## src/rtl/lc2k_pkg.sv

```systemverilog
// Shared LC2K definitions: ISA encodings, write-data select, and register-file sizing.
package lc2k_pkg;

  localparam int unsigned REG_ADDR_W  = 3;
  localparam int unsigned RF_DATA_W   = 32;
  localparam int unsigned RF_NUM_REGS = 8;
  localparam int unsigned RF_CNT_W    = 2;

  typedef enum logic [2:0] {
    OP_ADD  = 3'd0,
    OP_NOR  = 3'd1,
    OP_LW   = 3'd2,
    OP_SW   = 3'd3,
    OP_BEQ  = 3'd4,
    OP_JALR = 3'd5,
    OP_HALT = 3'd6,
    OP_NOOP = 3'd7
  } opcode_t;

  typedef enum logic [1:0] {
    WDS_MEM = 2'd0,
    WDS_ALU = 2'd1,
    WDS_PC1 = 2'd2
  } wdSel_t;

  // Instructions that produce a register destination and therefore issue here.
  function automatic logic writesReg(input opcode_t op);
    return op inside {OP_ADD, OP_NOR, OP_LW, OP_JALR};
  endfunction

endpackage

```

## src/rtl/lc2k_reg_file_if.sv

```systemverilog
// Issue / writeback / dual-read bus between the pipeline and the LC2K register file.
interface lc2k_reg_file_if
  import lc2k_pkg::*;
#(
  parameter int unsigned DATA_W = RF_DATA_W
) ();

  logic                  iss_valid;
  logic [REG_ADDR_W-1:0] iss_reg;
  logic                  iss_ready;
  logic                  wb_valid;
  logic [REG_ADDR_W-1:0] wb_reg;
  logic [DATA_W-1:0]     wb_value;
  logic [REG_ADDR_W-1:0] rd_a_addr;
  logic [REG_ADDR_W-1:0] rd_b_addr;
  logic [DATA_W-1:0]     rd_a_data;
  logic [DATA_W-1:0]     rd_b_data;
  logic                  rd_a_busy;
  logic                  rd_b_busy;
  logic                  wb_err;

  modport master (
    output iss_valid, iss_reg, wb_valid, wb_reg, wb_value, rd_a_addr, rd_b_addr,
    input  iss_ready, rd_a_data, rd_b_data, rd_a_busy, rd_b_busy, wb_err
  );

  modport slave (
    input  iss_valid, iss_reg, wb_valid, wb_reg, wb_value, rd_a_addr, rd_b_addr,
    output iss_ready, rd_a_data, rd_b_data, rd_a_busy, rd_b_busy, wb_err
  );

endinterface

```

## src/rtl/lc2k_reg_file_pend_cnt.sv

```systemverilog
// Saturating pending-write counter for one architectural register.
module lc2k_pend_cnt
  import lc2k_pkg::*;
#(
  parameter int unsigned CNT_W = RF_CNT_W
) (
  input  logic             clk,
  input  logic             rst_n,
  input  logic             inc,
  input  logic             dec,
  output logic [CNT_W-1:0] count,
  output logic             sat,
  output logic             zero
);

  assign sat  = (count == '1);
  assign zero = (count == '0);

  // Simultaneous inc/dec cancels; both ends clamp rather than wrap.
  always_ff @(posedge clk or negedge rst_n) begin
    if (!rst_n) begin
      count <= '0;
    end else if (inc && !dec && !sat) begin
      count <= count + 1'b1;
    end else if (dec && !inc && !zero) begin
      count <= count - 1'b1;
    end
  end

endmodule

```

## src/rtl/lc2k_reg_file.sv

```systemverilog
// LC2K register file with write-through bypass and per-register pending-write scoreboard.
module lc2k_reg_file
  import lc2k_pkg::*;
#(
  parameter int unsigned NUM_REGS = RF_NUM_REGS,
  parameter int unsigned DATA_W   = RF_DATA_W,
  parameter int unsigned CNT_W    = RF_CNT_W
) (
  input logic           clk,
  input logic           rst_n,
  lc2k_reg_file_if.slave bus
);

  logic [DATA_W-1:0]   regs [NUM_REGS];
  logic [CNT_W-1:0]    cnt  [NUM_REGS];
  logic [NUM_REGS-1:0] incVec;
  logic [NUM_REGS-1:0] decVec;
  logic [NUM_REGS-1:0] satVec;
  logic [NUM_REGS-1:0] zeroVec;
  logic                issAccept;
  logic                wbLive;
  logic                issBlocked;
  logic                errQ;

  assign wbLive    = bus.wb_valid && (bus.wb_reg != '0);
  assign issAccept = bus.iss_valid && bus.iss_ready;

  // A writeback to the same register this cycle frees a slot, so it unblocks a full counter.
  assign issBlocked    = (bus.iss_reg != '0) && satVec[bus.iss_reg]
                         && !(bus.wb_valid && (bus.wb_reg == bus.iss_reg));
  assign bus.iss_ready = !issBlocked;

  // r0 is hardwired: never pending, never busy.
  assign cnt[0]     = '0;
  assign incVec[0]  = 1'b0;
  assign decVec[0]  = 1'b0;
  assign satVec[0]  = 1'b0;
  assign zeroVec[0] = 1'b1;

  for (genvar g = 1; g < NUM_REGS; g++) begin : gPend
    assign incVec[g] = issAccept && (bus.iss_reg == REG_ADDR_W'(g));
    assign decVec[g] = bus.wb_valid && (bus.wb_reg == REG_ADDR_W'(g));

    lc2k_pend_cnt #(
      .CNT_W(CNT_W)
    ) uCnt (
      .clk   (clk),
      .rst_n (rst_n),
      .inc   (incVec[g]),
      .dec   (decVec[g]),
      .count (cnt[g]),
      .sat   (satVec[g]),
      .zero  (zeroVec[g])
    );
  end

  always_ff @(posedge clk or negedge rst_n) begin
    if (!rst_n) begin
      for (int unsigned i = 0; i < NUM_REGS; i++) begin
        regs[i] <= '0;
      end
    end else if (wbLive) begin
      regs[bus.wb_reg] <= bus.wb_value;
    end
  end

  // Unmatched writeback: data is still committed, but the protocol error is latched.
  always_ff @(posedge clk or negedge rst_n) begin
    if (!rst_n) begin
      errQ <= 1'b0;
    end else if (wbLive && zeroVec[bus.wb_reg] && !incVec[bus.wb_reg]) begin
      errQ <= 1'b1;
    end
  end

  assign bus.wb_err = errQ;

  assign bus.rd_a_data = (bus.rd_a_addr == '0) ? '0 :
                         (bus.wb_valid && (bus.wb_reg == bus.rd_a_addr)) ? bus.wb_value :
                         regs[bus.rd_a_addr];
  assign bus.rd_b_data = (bus.rd_b_addr == '0) ? '0 :
                         (bus.wb_valid && (bus.wb_reg == bus.rd_b_addr)) ? bus.wb_value :
                         regs[bus.rd_b_addr];

  // The last outstanding write landing this cycle is already visible through the bypass.
  assign bus.rd_a_busy = !zeroVec[bus.rd_a_addr]
                         && !(bus.wb_valid && (bus.wb_reg == bus.rd_a_addr)
                              && (cnt[bus.rd_a_addr] == CNT_W'(1)));
  assign bus.rd_b_busy = !zeroVec[bus.rd_b_addr]
                         && !(bus.wb_valid && (bus.wb_reg == bus.rd_b_addr)
                              && (cnt[bus.rd_b_addr] == CNT_W'(1)));

endmodule

```

## src/flat_wrapper.sv

```systemverilog
// flat-port wrapper written by rule: the top's interface ports become plain ports
module lc2k_reg_file_flat import lc2k_pkg::*;
#(
  parameter int unsigned NUM_REGS = RF_NUM_REGS,
  parameter int unsigned DATA_W   = RF_DATA_W,
  parameter int unsigned CNT_W    = RF_CNT_W
)
  (clk, rst_n, bus_iss_valid, bus_iss_reg, bus_wb_valid, bus_wb_reg, bus_wb_value, bus_rd_a_addr, bus_rd_b_addr, bus_iss_ready, bus_rd_a_data, bus_rd_b_data, bus_rd_a_busy, bus_rd_b_busy, bus_wb_err);
  lc2k_reg_file_if #(.DATA_W(DATA_W)) bus_i ();
  input logic clk;
  input logic rst_n;
  input wire logic [$bits(bus_i.iss_valid)-1:0] bus_iss_valid;
  input wire logic [$bits(bus_i.iss_reg)-1:0] bus_iss_reg;
  input wire logic [$bits(bus_i.wb_valid)-1:0] bus_wb_valid;
  input wire logic [$bits(bus_i.wb_reg)-1:0] bus_wb_reg;
  input wire logic [$bits(bus_i.wb_value)-1:0] bus_wb_value;
  input wire logic [$bits(bus_i.rd_a_addr)-1:0] bus_rd_a_addr;
  input wire logic [$bits(bus_i.rd_b_addr)-1:0] bus_rd_b_addr;
  output wire logic [$bits(bus_i.iss_ready)-1:0] bus_iss_ready;
  output wire logic [$bits(bus_i.rd_a_data)-1:0] bus_rd_a_data;
  output wire logic [$bits(bus_i.rd_b_data)-1:0] bus_rd_b_data;
  output wire logic [$bits(bus_i.rd_a_busy)-1:0] bus_rd_a_busy;
  output wire logic [$bits(bus_i.rd_b_busy)-1:0] bus_rd_b_busy;
  output wire logic [$bits(bus_i.wb_err)-1:0] bus_wb_err;
  assign bus_i.iss_valid = bus_iss_valid;
  assign bus_i.iss_reg = bus_iss_reg;
  assign bus_i.wb_valid = bus_wb_valid;
  assign bus_i.wb_reg = bus_wb_reg;
  assign bus_i.wb_value = bus_wb_value;
  assign bus_i.rd_a_addr = bus_rd_a_addr;
  assign bus_i.rd_b_addr = bus_rd_b_addr;
  assign bus_iss_ready = bus_i.iss_ready;
  assign bus_rd_a_data = bus_i.rd_a_data;
  assign bus_rd_b_data = bus_i.rd_b_data;
  assign bus_rd_a_busy = bus_i.rd_a_busy;
  assign bus_rd_b_busy = bus_i.rd_b_busy;
  assign bus_wb_err = bus_i.wb_err;
  lc2k_reg_file #(.NUM_REGS(NUM_REGS), .DATA_W(DATA_W), .CNT_W(CNT_W)) u_core (.clk(clk), .rst_n(rst_n), .bus(bus_i));
endmodule
```

## config.mk

```make
export PLATFORM = sky130hd
export DESIGN_NAME = lc2k_reg_file_flat
export DESIGN_NICKNAME = d
export VERILOG_FILES = /design/src/rtl/lc2k_pkg.sv /design/src/rtl/lc2k_reg_file_if.sv /design/src/rtl/lc2k_reg_file_pend_cnt.sv /design/src/rtl/lc2k_reg_file.sv /design/src/flat_wrapper.sv
export SDC_FILE = /design/constraint.sdc
export NUM_CORES = 1
export LEC_CHECK = 0
export ABC_AREA = 0
export CORE_MARGIN = 5
export CORE_UTILIZATION = 30
export CTS_CLUSTER_DIAMETER = 80
export DETAILED_ROUTE_END_ITERATION = 6
export SYNTH_ARGS = -nofsm -noshare
export SYNTH_HDL_FRONTEND = slang
export SYNTH_SLANG_ARGS = --single-unit
```

## constraint.sdc

```tcl
create_clock -name clk -period 3.25 [get_ports clk]
set_clock_uncertainty 0.2 [all_clocks]
set_input_delay 0.8125 -clock clk [delete_from_list [all_inputs] [get_ports clk]]
set_output_delay 0.8125 -clock clk [all_outputs]
set_load 0.02 [all_outputs]
```

==> run_summary.xml, run 1 <==
<?xml version="1.0" encoding="UTF-8"?>
<metrics>
  <group name="clock_tree">
    <metric name="numClockSinks" unit="">239</metric>
    <metric name="clkTransAtPathRegs" unit="ns">0.06</metric>
    <metric name="cts_tree" unit="">yes</metric>
    <metric name="clockRootBuffer" unit="">clkbuf_16</metric>
    <metric name="cts-hold-fix-buffers" unit="">0</metric>
    <metric name="htreeDepth" unit="">1</metric>
    <metric name="cts-root-to-sink-buffers" unit="">3</metric>
    <metric name="clk_latency" unit="ns">0.55</metric>
    <metric name="tritoncts.num_buffers" unit="">27</metric>
  </group>
  <group name="synth">
    <metric name="yosysWarnings" unit="">0</metric>
    <metric name="synth-compound-area-share" unit="%">19.3</metric>
    <metric name="post_synth_inst_count" unit="">1371</metric>
    <metric name="post_synth_instance_area" unit="um2">13800</metric>
    <metric name="dominant_combinational_cell_family_by_area_after_synthesis" unit="">multiplexers</metric>
    <metric name="ys_seq_area_share" unit="%">43.4</metric>
    <metric name="mappedNetlistNets" unit="">1419</metric>
    <metric name="yosys.area_share.xor_xnor" unit="%">0.890</metric>
    <metric name="synth.area.mux_share" unit="%">22.0</metric>
    <metric name="syn-mean-instance-area" unit="um2">10.1</metric>
    <metric name="synthSimpleGateAreaFrac" unit="%">9.23</metric>
    <metric name="synthAdderAreaFrac" unit="%">0</metric>
    <metric name="synth.ff_latch_count" unit="">239</metric>
    <metric name="synthDistinctLibCells" unit="">55</metric>
  </group>
  <group name="floorplanning">
    <metric name="floorplan.die.width" unit="um">224</metric>
    <metric name="placement_rows" unit="">78</metric>
    <metric name="fp.dieArea" unit="um2">50300</metric>
    <metric name="boundaryPins" unit="">116</metric>
    <metric name="dieHeight" unit="um">224</metric>
    <metric name="floorplan.initialDensity" unit="%">30.4</metric>
    <metric name="placeableCoreArea" unit="um2">45400</metric>
  </group>
  <group name="power">
    <metric name="vdd_drop_max" unit="V">0.000366</metric>
    <metric name="cellLeakagePower" unit="nW">8.01</metric>
    <metric name="p_total" unit="mW">10.8</metric>
    <metric name="power_per_cell_area" unit="nW/um2">561</metric>
  </group>
  <group name="timing">
    <metric name="worst_hold_slack" unit="ns">0.0375</metric>
    <metric name="min_period" unit="ns">3.37</metric>
    <metric name="setup_viol" unit="">23</metric>
    <metric name="slew-limit-headroom" unit="%">55.7</metric>
    <metric name="layout_setup_ws" unit="ns">-0.124</metric>
    <metric name="maxClockFrequency" unit="GHz">0.296</metric>
    <metric name="final.period_utilization" unit="%">104</metric>
    <metric name="rsz_0062_raised_after_global_routing" unit="">true</metric>
    <metric name="slew_viol_final" unit="">0</metric>
    <metric name="finalHoldViolations" unit="">0</metric>
    <metric name="tightestPinTransition" unit="ns">0.664</metric>
  </group>
  <group name="worst_setup_path">
    <metric name="cpMostUsedCell" unit="">buf_12</metric>
    <metric name="cp-end-kind" unit="">primary output</metric>
    <metric name="timing.critical_path.required" unit="ns">2.24</metric>
    <metric name="critPathLaunchType" unit="">input pin</metric>
    <metric name="timing.critical_path.slowest_stage_cell" unit="">mux2_4</metric>
    <metric name="crit_buf_inv" unit="">6</metric>
    <metric name="crit_path_max_incr_delay" unit="ns">0.29</metric>
    <metric name="worst_ep_arrival_time" unit="ns">2.36</metric>
    <metric name="crit_path_max_fanout" unit="">6</metric>
    <metric name="critical_path_start_end_classification" unit="">in -&gt; out</metric>
    <metric name="worst_path_dominant_cell_family" unit="">buffers and inverters</metric>
    <metric name="path_cells" unit="">buf_12, buf_12, buf_12, buf_8, buf_6, mux2_4, o221ai_2, o31ai_2, o211ai_1, a21oi_2, buf_6</metric>
  </group>
  <group name="status">
    <metric name="run_status" unit="">finished with violations</metric>
    <metric name="violations" unit="">setup timing</metric>
  </group>
  <group name="placement">
    <metric name="globalplace.congestion" unit="">0.844</metric>
    <metric name="hpwl_after_detailed_placement" unit="um">32500</metric>
    <metric name="portBuffers" unit="">115</metric>
  </group>
  <group name="global_route">
    <metric name="grt_max_degree" unit="">79</metric>
    <metric name="grt_remaining_overflow" unit="">0</metric>
    <metric name="via_count_of_the_first_global_routing_pass" unit="">12800</metric>
    <metric name="grtUsageTotal" unit="%">19.5</metric>
    <metric name="grt_pass1_wl" unit="um">77900</metric>
    <metric name="grt_antenna_before_repair" unit="">1</metric>
  </group>
  <group name="final_layout">
    <metric name="layout_cell_share_with_drive_strength_beyond_1" unit="%">45.1</metric>
    <metric name="areaGrowthSynthToFinish" unit="%">39.4</metric>
    <metric name="n_fill_cell" unit="">4193</metric>
    <metric name="nets" unit="">1642</metric>
  </group>
  <group name="routing">
    <metric name="routed_via_density" unit="">5.69</metric>
    <metric name="first_pass_iters" unit="">6</metric>
    <metric name="drt_drc_violations_left" unit="">0</metric>
    <metric name="vias" unit="">12600</metric>
    <metric name="wirelength" unit="um">51100</metric>
    <metric name="ant_nets" unit="">0</metric>
    <metric name="dr.first_iter.drc_count" unit="">1055</metric>
    <metric name="avgRoutedWirePerCell" unit="um">23.1</metric>
  </group>
  <group name="run">
    <metric name="maxCapViolations" unit="">0</metric>
  </group>
  <group name="min_path">
    <metric name="worst_min_delay_path_category" unit="">in -&gt; async</metric>
  </group>
</metrics>
## placed cells by master, fill, tap and decap left out, types with 13 or more instances in the layout
| cell type | count |
|---|---|
| buf_4 | 175 |
| clkdlybuf4s50_1 | 35 |
| o21ai_0 | 19 |
| o31ai_1 | 39 |
| o31ai_2 | 21 |
| a21oi_2 | 13 |
| o221ai_2 | 33 |
| clkbuf_16 | 29 |
| nor2_1 | 72 |
| buf_12 | 59 |
| dfrtp_1 | 235 |
| mux2_2 | 250 |
| buf_2 | 30 |
| o22ai_1 | 69 |
| o211ai_1 | 65 |
| buf_6 | 29 |
| o221ai_1 | 28 |
| a21oi_1 | 69 |
| nand2_1 | 177 |
## metrics by stage
| step | setup TNS, ns | util, % | area (um2) | std cells | worst slack (ns) |
|---|---|---|---|---|---|
| 3_5_place_dp | -53.11 | 37.5 | 17000 | 2112 | -0.997 |
| 3_3_place_gp | -51.82 | 37.5 | 17000 | 2112 | -0.997 |
| 6_report | -1.19 | 42.3 | 19200 | 2216 | -0.124 |
| 2_1_floorplan | 0 | - | 13800 | 1371 | 0.0135 |
| 5_1_grt | -2.72 | 42.3 | 19200 | 2215 | -0.171 |
| 4_1_cts | -1.14 | 41.5 | 18800 | 2204 | -0.135 |
## synthesized netlist by cell type, drive strengths merged
cell / n / share of area [%]
a211o: 4 / 0.25
a211oi: 2 / 0.11
a21o: 2 / 0.11
a21oi: 82 / 3.0
a221oi: 1 / 0.064
a22oi: 1 / 0.054
a2bb2oi: 1 / 0.11
a31o: 1 / 0.064
a31oi: 1 / 0.045
a32oi: 1 / 0.064
and2: 4 / 0.20
and2b: 1 / 0.054
and3: 1 / 0.045
and4: 3 / 0.20
buf: 63 / 2.4
clkbuf: 95 / 2.7
clkinv: 1 / 0.027
dfrtp: 239 / 43
inv: 5 / 0.14
mux2: 256 / 21
mux2i: 8 / 0.58
mux4: 3 / 0.49
nand2: 180 / 4.9
nand2b: 3 / 0.14
nand3: 9 / 0.40
nand3b: 1 / 0.054
nand4: 5 / 0.23
nor2: 75 / 2.0
nor2b: 6 / 0.27
nor3: 6 / 0.22
nor3b: 5 / 0.27
o211ai: 67 / 3.8
o21a: 1 / 0.054
o21ai: 19 / 0.69
o21bai: 1 / 0.054
o221ai: 62 / 3.9
o22a: 4 / 0.25
o22ai: 72 / 3.3
o311a: 1 / 0.073
o311ai: 1 / 0.064
o31ai: 60 / 3.3
or2: 3 / 0.14
or4b: 1 / 0.073
xnor2: 13 / 0.83
xor2: 1 / 0.064
## cell type report
type | instances | area (um2) | area share, %
Multi-Input combinational cell | 968 | 7670 | 39.9
Antenna cell | 1 | 2.50 | 0.0130
Timing Repair Buffer | 352 | 3810 | 19.9
Clock inverter | 13 | 171 | 0.892
Inverter | 6 | 22.5 | 0.117
Tap cell | 600 | 751 | 3.91
Sequential cell | 239 | 5990 | 31.2
Clock buffer | 37 | 793 | 4.13
## power breakdown
part / total, mW / internal, mW / leakage (nW) / switching [mW]
registers: 4.27 / 3.64 / 2.89 / 0.629
clock network: 3.32 / 2.02 / 0.481 / 1.30
logic: 3.18 / 1.66 / 4.65 / 1.53
total: 10.8 / 7.32 / 8.01 / 3.46
## cell families after synthesis
| kind of cell | count (synthesis) |
|---|---|
| AOI/OAI and AO/OA | 384 |
| xor gates and xnor gates | 14 |
| buffers and inverters | 164 |
| DFF | 239 |
| muxes | 267 |
| and+or+nand+nor | 303 |
## final timing paths
path | slack [ns] | cells past startpoint | to | start
worst max register to register | 1.14 | 6 | u_core.gPend[5].uCnt.count[0] | u_core.gPend[7].uCnt.count[1]
max in group asynchronous | 1.99 | 2 | u_core.regs[191] | rst_n
min in group clk | 0.28 | 1 | u_core.bus.wb_err | u_core.bus.wb_err
worst min register to register | 0.28 | 1 | u_core.bus.wb_err | u_core.bus.wb_err
worst min-delay path | 0.04 | 1 | u_core.gPend[6].uCnt.count[1] | rst_n
worst max-delay path | -0.12 | 11 | bus_rd_b_data[17] | bus_rd_b_addr[1]
## sequential cells by signal (all words and copies together) (netlist names)
register                 count
u_core.regs                224
u_core.bus.wb_err            1
u_core.gPend.uCnt.count     14
## what timing repair did
| item | 4_1_cts | 5_1_grt |
|---|---|---|
| buffers inserted | 35 | 12 |
| pin swaps | 60 | 52 |
| endpoints found under the setup margin | 67 | 63 |
| cloned | 9 | 2 |
| gates resized for setup | 437 | 76 |
## layer usage
metal	vias up	part of all wire, %	wire [um]	global-route usage, %
met5	-	0	0	0
met4	0	2.8	1450	5.48
met3	103	6.6	3380	3.04
met2	546	46	23700	31.3
met1	6406	44	22600	27.3
li1	5553	-	-	-
No activity file was read; power rests on OpenSTA's default activity.
==> run 2: changes to the inputs <==
==> constraint.sdc (replaced) <==
create_clock -name clk -period 2.7 [get_ports clk]
set_clock_uncertainty 0.2 [all_clocks]
set_input_delay 0.675 -clock clk [delete_from_list [all_inputs] [get_ports clk]]
set_output_delay 0.675 -clock clk [all_outputs]
set_load 0.02 [all_outputs]
==> run_summary.xml, run 2 (synthesis gave the netlist of run 1 again) <==
<?xml version="1.0" encoding="UTF-8"?>
<metrics>
  <group name="timing">
    <metric name="final.period_utilization" unit="%">114</metric>
    <metric name="slew-limit-headroom" unit="%">62.3</metric>
    <metric name="min_period" unit="ns">3.07</metric>
    <metric name="tightestPinTransition" unit="ns">0.562</metric>
    <metric name="worst_hold_slack" unit="ns">0.304</metric>
    <metric name="layout_setup_ws" unit="ns">-0.372</metric>
    <metric name="slew_viol_final" unit="">0</metric>
    <metric name="rsz_0062_raised_after_global_routing" unit="">true</metric>
    <metric name="setup_viol" unit="">67</metric>
    <metric name="finalHoldViolations" unit="">0</metric>
    <metric name="final.setup.tns" unit="ns">-19.12</metric>
    <metric name="maxClockFrequency" unit="GHz">0.325</metric>
  </group>
  <group name="worst_setup_path">
    <metric name="worst_r2r_dst" unit="">u_core.gPend[5].uCnt.count[0]</metric>
    <metric name="critPathLaunchType" unit="">input pin</metric>
    <metric name="r2r_setup_slack" unit="ns">0.60</metric>
    <metric name="timing.rr.start" unit="">u_core.gPend[7].uCnt.count[1]</metric>
    <metric name="critical_path_start_end_classification" unit="">in -&gt; out</metric>
    <metric name="cp-end-kind" unit="">primary output</metric>
    <metric name="timing.critical_path.required" unit="ns">1.82</metric>
    <metric name="worst_ep_arrival_time" unit="ns">2.20</metric>
    <metric name="crit_path_max_fanout" unit="">8</metric>
    <metric name="worst-r2r-cell-count" unit="">6</metric>
  </group>
  <group name="global_route">
    <metric name="grt_max_degree" unit="">68</metric>
    <metric name="via_count_of_the_first_global_routing_pass" unit="">13200</metric>
    <metric name="grtUsageTotal" unit="%">20.6</metric>
    <metric name="grt_remaining_overflow" unit="">0</metric>
    <metric name="grt_pass1_wl" unit="um">81400</metric>
    <metric name="global_route.usage.met3" unit="%">5.66</metric>
    <metric name="top_usage_layer" unit="">met2</metric>
    <metric name="grt_antenna_before_repair" unit="">1</metric>
    <metric name="grt_util_met2" unit="%">32.4</metric>
    <metric name="use_met1" unit="%">27.5</metric>
  </group>
  <group name="clock_tree">
    <metric name="htreeDepth" unit="">1</metric>
    <metric name="clockRootBuffer" unit="">clkbuf_16</metric>
    <metric name="clk_latency" unit="ns">0.54</metric>
    <metric name="cts-root-to-sink-buffers" unit="">3</metric>
    <metric name="cts_tree" unit="">yes</metric>
    <metric name="numClockSinks" unit="">239</metric>
    <metric name="tritoncts.num_buffers" unit="">28</metric>
    <metric name="clkTransAtPathRegs" unit="ns">0.06</metric>
  </group>
  <group name="status">
    <metric name="run_status" unit="">finished with violations</metric>
    <metric name="violations" unit="">setup timing</metric>
  </group>
  <group name="final_layout">
    <metric name="antenna-diode-count" unit="">0</metric>
    <metric name="nets" unit="">1701</metric>
    <metric name="multi_input_area" unit="um2">8690</metric>
    <metric name="n_fill_cell" unit="">3997</metric>
    <metric name="finish.instance_area" unit="um2">21200</metric>
    <metric name="largest_reg_flops" unit="">224</metric>
    <metric name="areaGrowthSynthToFinish" unit="%">53.9</metric>
    <metric name="layout_cell_share_with_drive_strength_beyond_1" unit="%">53.0</metric>
    <metric name="registers.top_by_ff_count" unit="">u_core.regs</metric>
    <metric name="layout.cells.most_common_list" unit="">237 x dfrtp_1, 236 x mux2_2, 172 x buf_4</metric>
    <metric name="end_of_flow_core_utilization" unit="%">46.7</metric>
    <metric name="sequential_cell_area" unit="um2">5980</metric>
    <metric name="post_layout_nonfiller_instances" unit="">2274</metric>
    <metric name="final_common_cell" unit="">dfrtp_1</metric>
  </group>
  <group name="floorplanning">
    <metric name="placeableCoreArea" unit="um2">45400</metric>
    <metric name="boundaryPins" unit="">116</metric>
    <metric name="placement_rows" unit="">78</metric>
    <metric name="dieHeight" unit="um">224</metric>
    <metric name="fp.dieArea" unit="um2">50300</metric>
    <metric name="floorplan.die.width" unit="um">224</metric>
    <metric name="floorplan.initialDensity" unit="%">30.4</metric>
  </group>
  <group name="routing">
    <metric name="wirelength" unit="um">55000</metric>
    <metric name="avgRoutedWirePerCell" unit="um">24.2</metric>
    <metric name="first_pass_iters" unit="">6</metric>
    <metric name="dr.first_iter.drc_count" unit="">1000</metric>
    <metric name="vias" unit="">12900</metric>
    <metric name="drt_drc_violations_left" unit="">0</metric>
    <metric name="ant_nets" unit="">0</metric>
    <metric name="routed_via_density" unit="">5.67</metric>
  </group>
  <group name="min_path">
    <metric name="worstHoldEndpoint" unit="">u_core.regs[182]</metric>
    <metric name="hp-start" unit="">u_core.regs[182]</metric>
    <metric name="worst_min_delay_path_category" unit="">reg -&gt; reg</metric>
    <metric name="hold_path_depth" unit="">2</metric>
  </group>
  <group name="power">
    <metric name="vdd_drop_max" unit="V">0.000454</metric>
    <metric name="p_total" unit="mW">13.8</metric>
    <metric name="power_per_cell_area" unit="nW/um2">651</metric>
    <metric name="cellLeakagePower" unit="nW">8.73</metric>
  </group>
  <group name="run">
    <metric name="maxCapViolations" unit="">0</metric>
  </group>
  <group name="placement">
    <metric name="portBuffers" unit="">115</metric>
    <metric name="placedInstanceArea" unit="um2">17900</metric>
    <metric name="dp_slack" unit="ns">-1.06</metric>
    <metric name="globalplace.congestion" unit="">0.851</metric>
    <metric name="hpwl_after_detailed_placement" unit="um">34100</metric>
    <metric name="post-place-cells" unit="">2154</metric>
  </group>
</metrics>
run 2: changes by cell type in the layout (fill, tap and decap cells not counted), moves of 11 or more:
cell      previous run  this run
a21oi_1             69        18
a21oi_2             13        28
a21oi_4              0        36
buf_12              59        77
buf_2               30        12
buf_6               29        84
mux2_2             250       236
mux2_4               6        20
nand2_1            177       161
nor2_1              72        59
o221ai_1            28        17
o221ai_4             1        16
o31ai_1             39        23
run 2: worst max-delay path: stages:
cell      delay, ns
buf_16         0.14
buf_12         0.16
buf_4          0.14
mux2_4         0.31
o221ai_4       0.13
o31ai_2        0.10
o211ai_1       0.27
a21oi_4        0.11
buf_6          0.15
run 2: power by group:
group	total, mW	switching, mW	internal [mW]
Clock	4.02	1.54	2.48
Sequential	5.15	0.767	4.39
Combinational	4.62	2.16	2.47
run 2: layer usage:
| layer | routed length [um] | part of all wire, % |
|---|---|---|
| met3 | 4830 | 8.8 |
| met2 | 25500 | 46 |
| met5 | 20 | 0.036 |
| met4 | 1760 | 3.2 |
| met1 | 22900 | 42 |
run 2: how the worst max path moves through the flow:
stage | startpoint | end | slack (ns)
detailed placement | bus_wb_reg[2] | bus_rd_a_data[28] | -1.06
finish | bus_rd_a_addr[0] | bus_rd_a_data[15] | -0.37
floorplan | bus_rd_b_addr[0] | bus_rd_b_data[10] | -0.03
global route | bus_rd_b_addr[1] | bus_rd_b_data[6] | -0.41
global placement | bus_wb_reg[2] | bus_rd_a_data[21] | -1.03
CTS | bus_rd_a_addr[0] | bus_rd_a_data[15] | -0.39
run 2: what timing repair did:
item / CTS / global route
endpoints found under the hold margin: 50 / 0
endpoints found under the setup margin: 67 / 67
hold buffers: 1 / 0
setup buffers: 46 / 22
pin swaps: 107 / 111
resized for setup: 507 / 197
gates cloned: 12 / 2
run 2: layout make-up:
type / instances / area share [%]
multi-input combinational: 968 / 41.0
sequential: 239 / 28.2
timing repair buffer: 410 / 22.5
clock buffer: 44 / 4.11
tap: 600 / 3.54
clock inverter: 7 / 0.519
inverter: 6 / 0.106
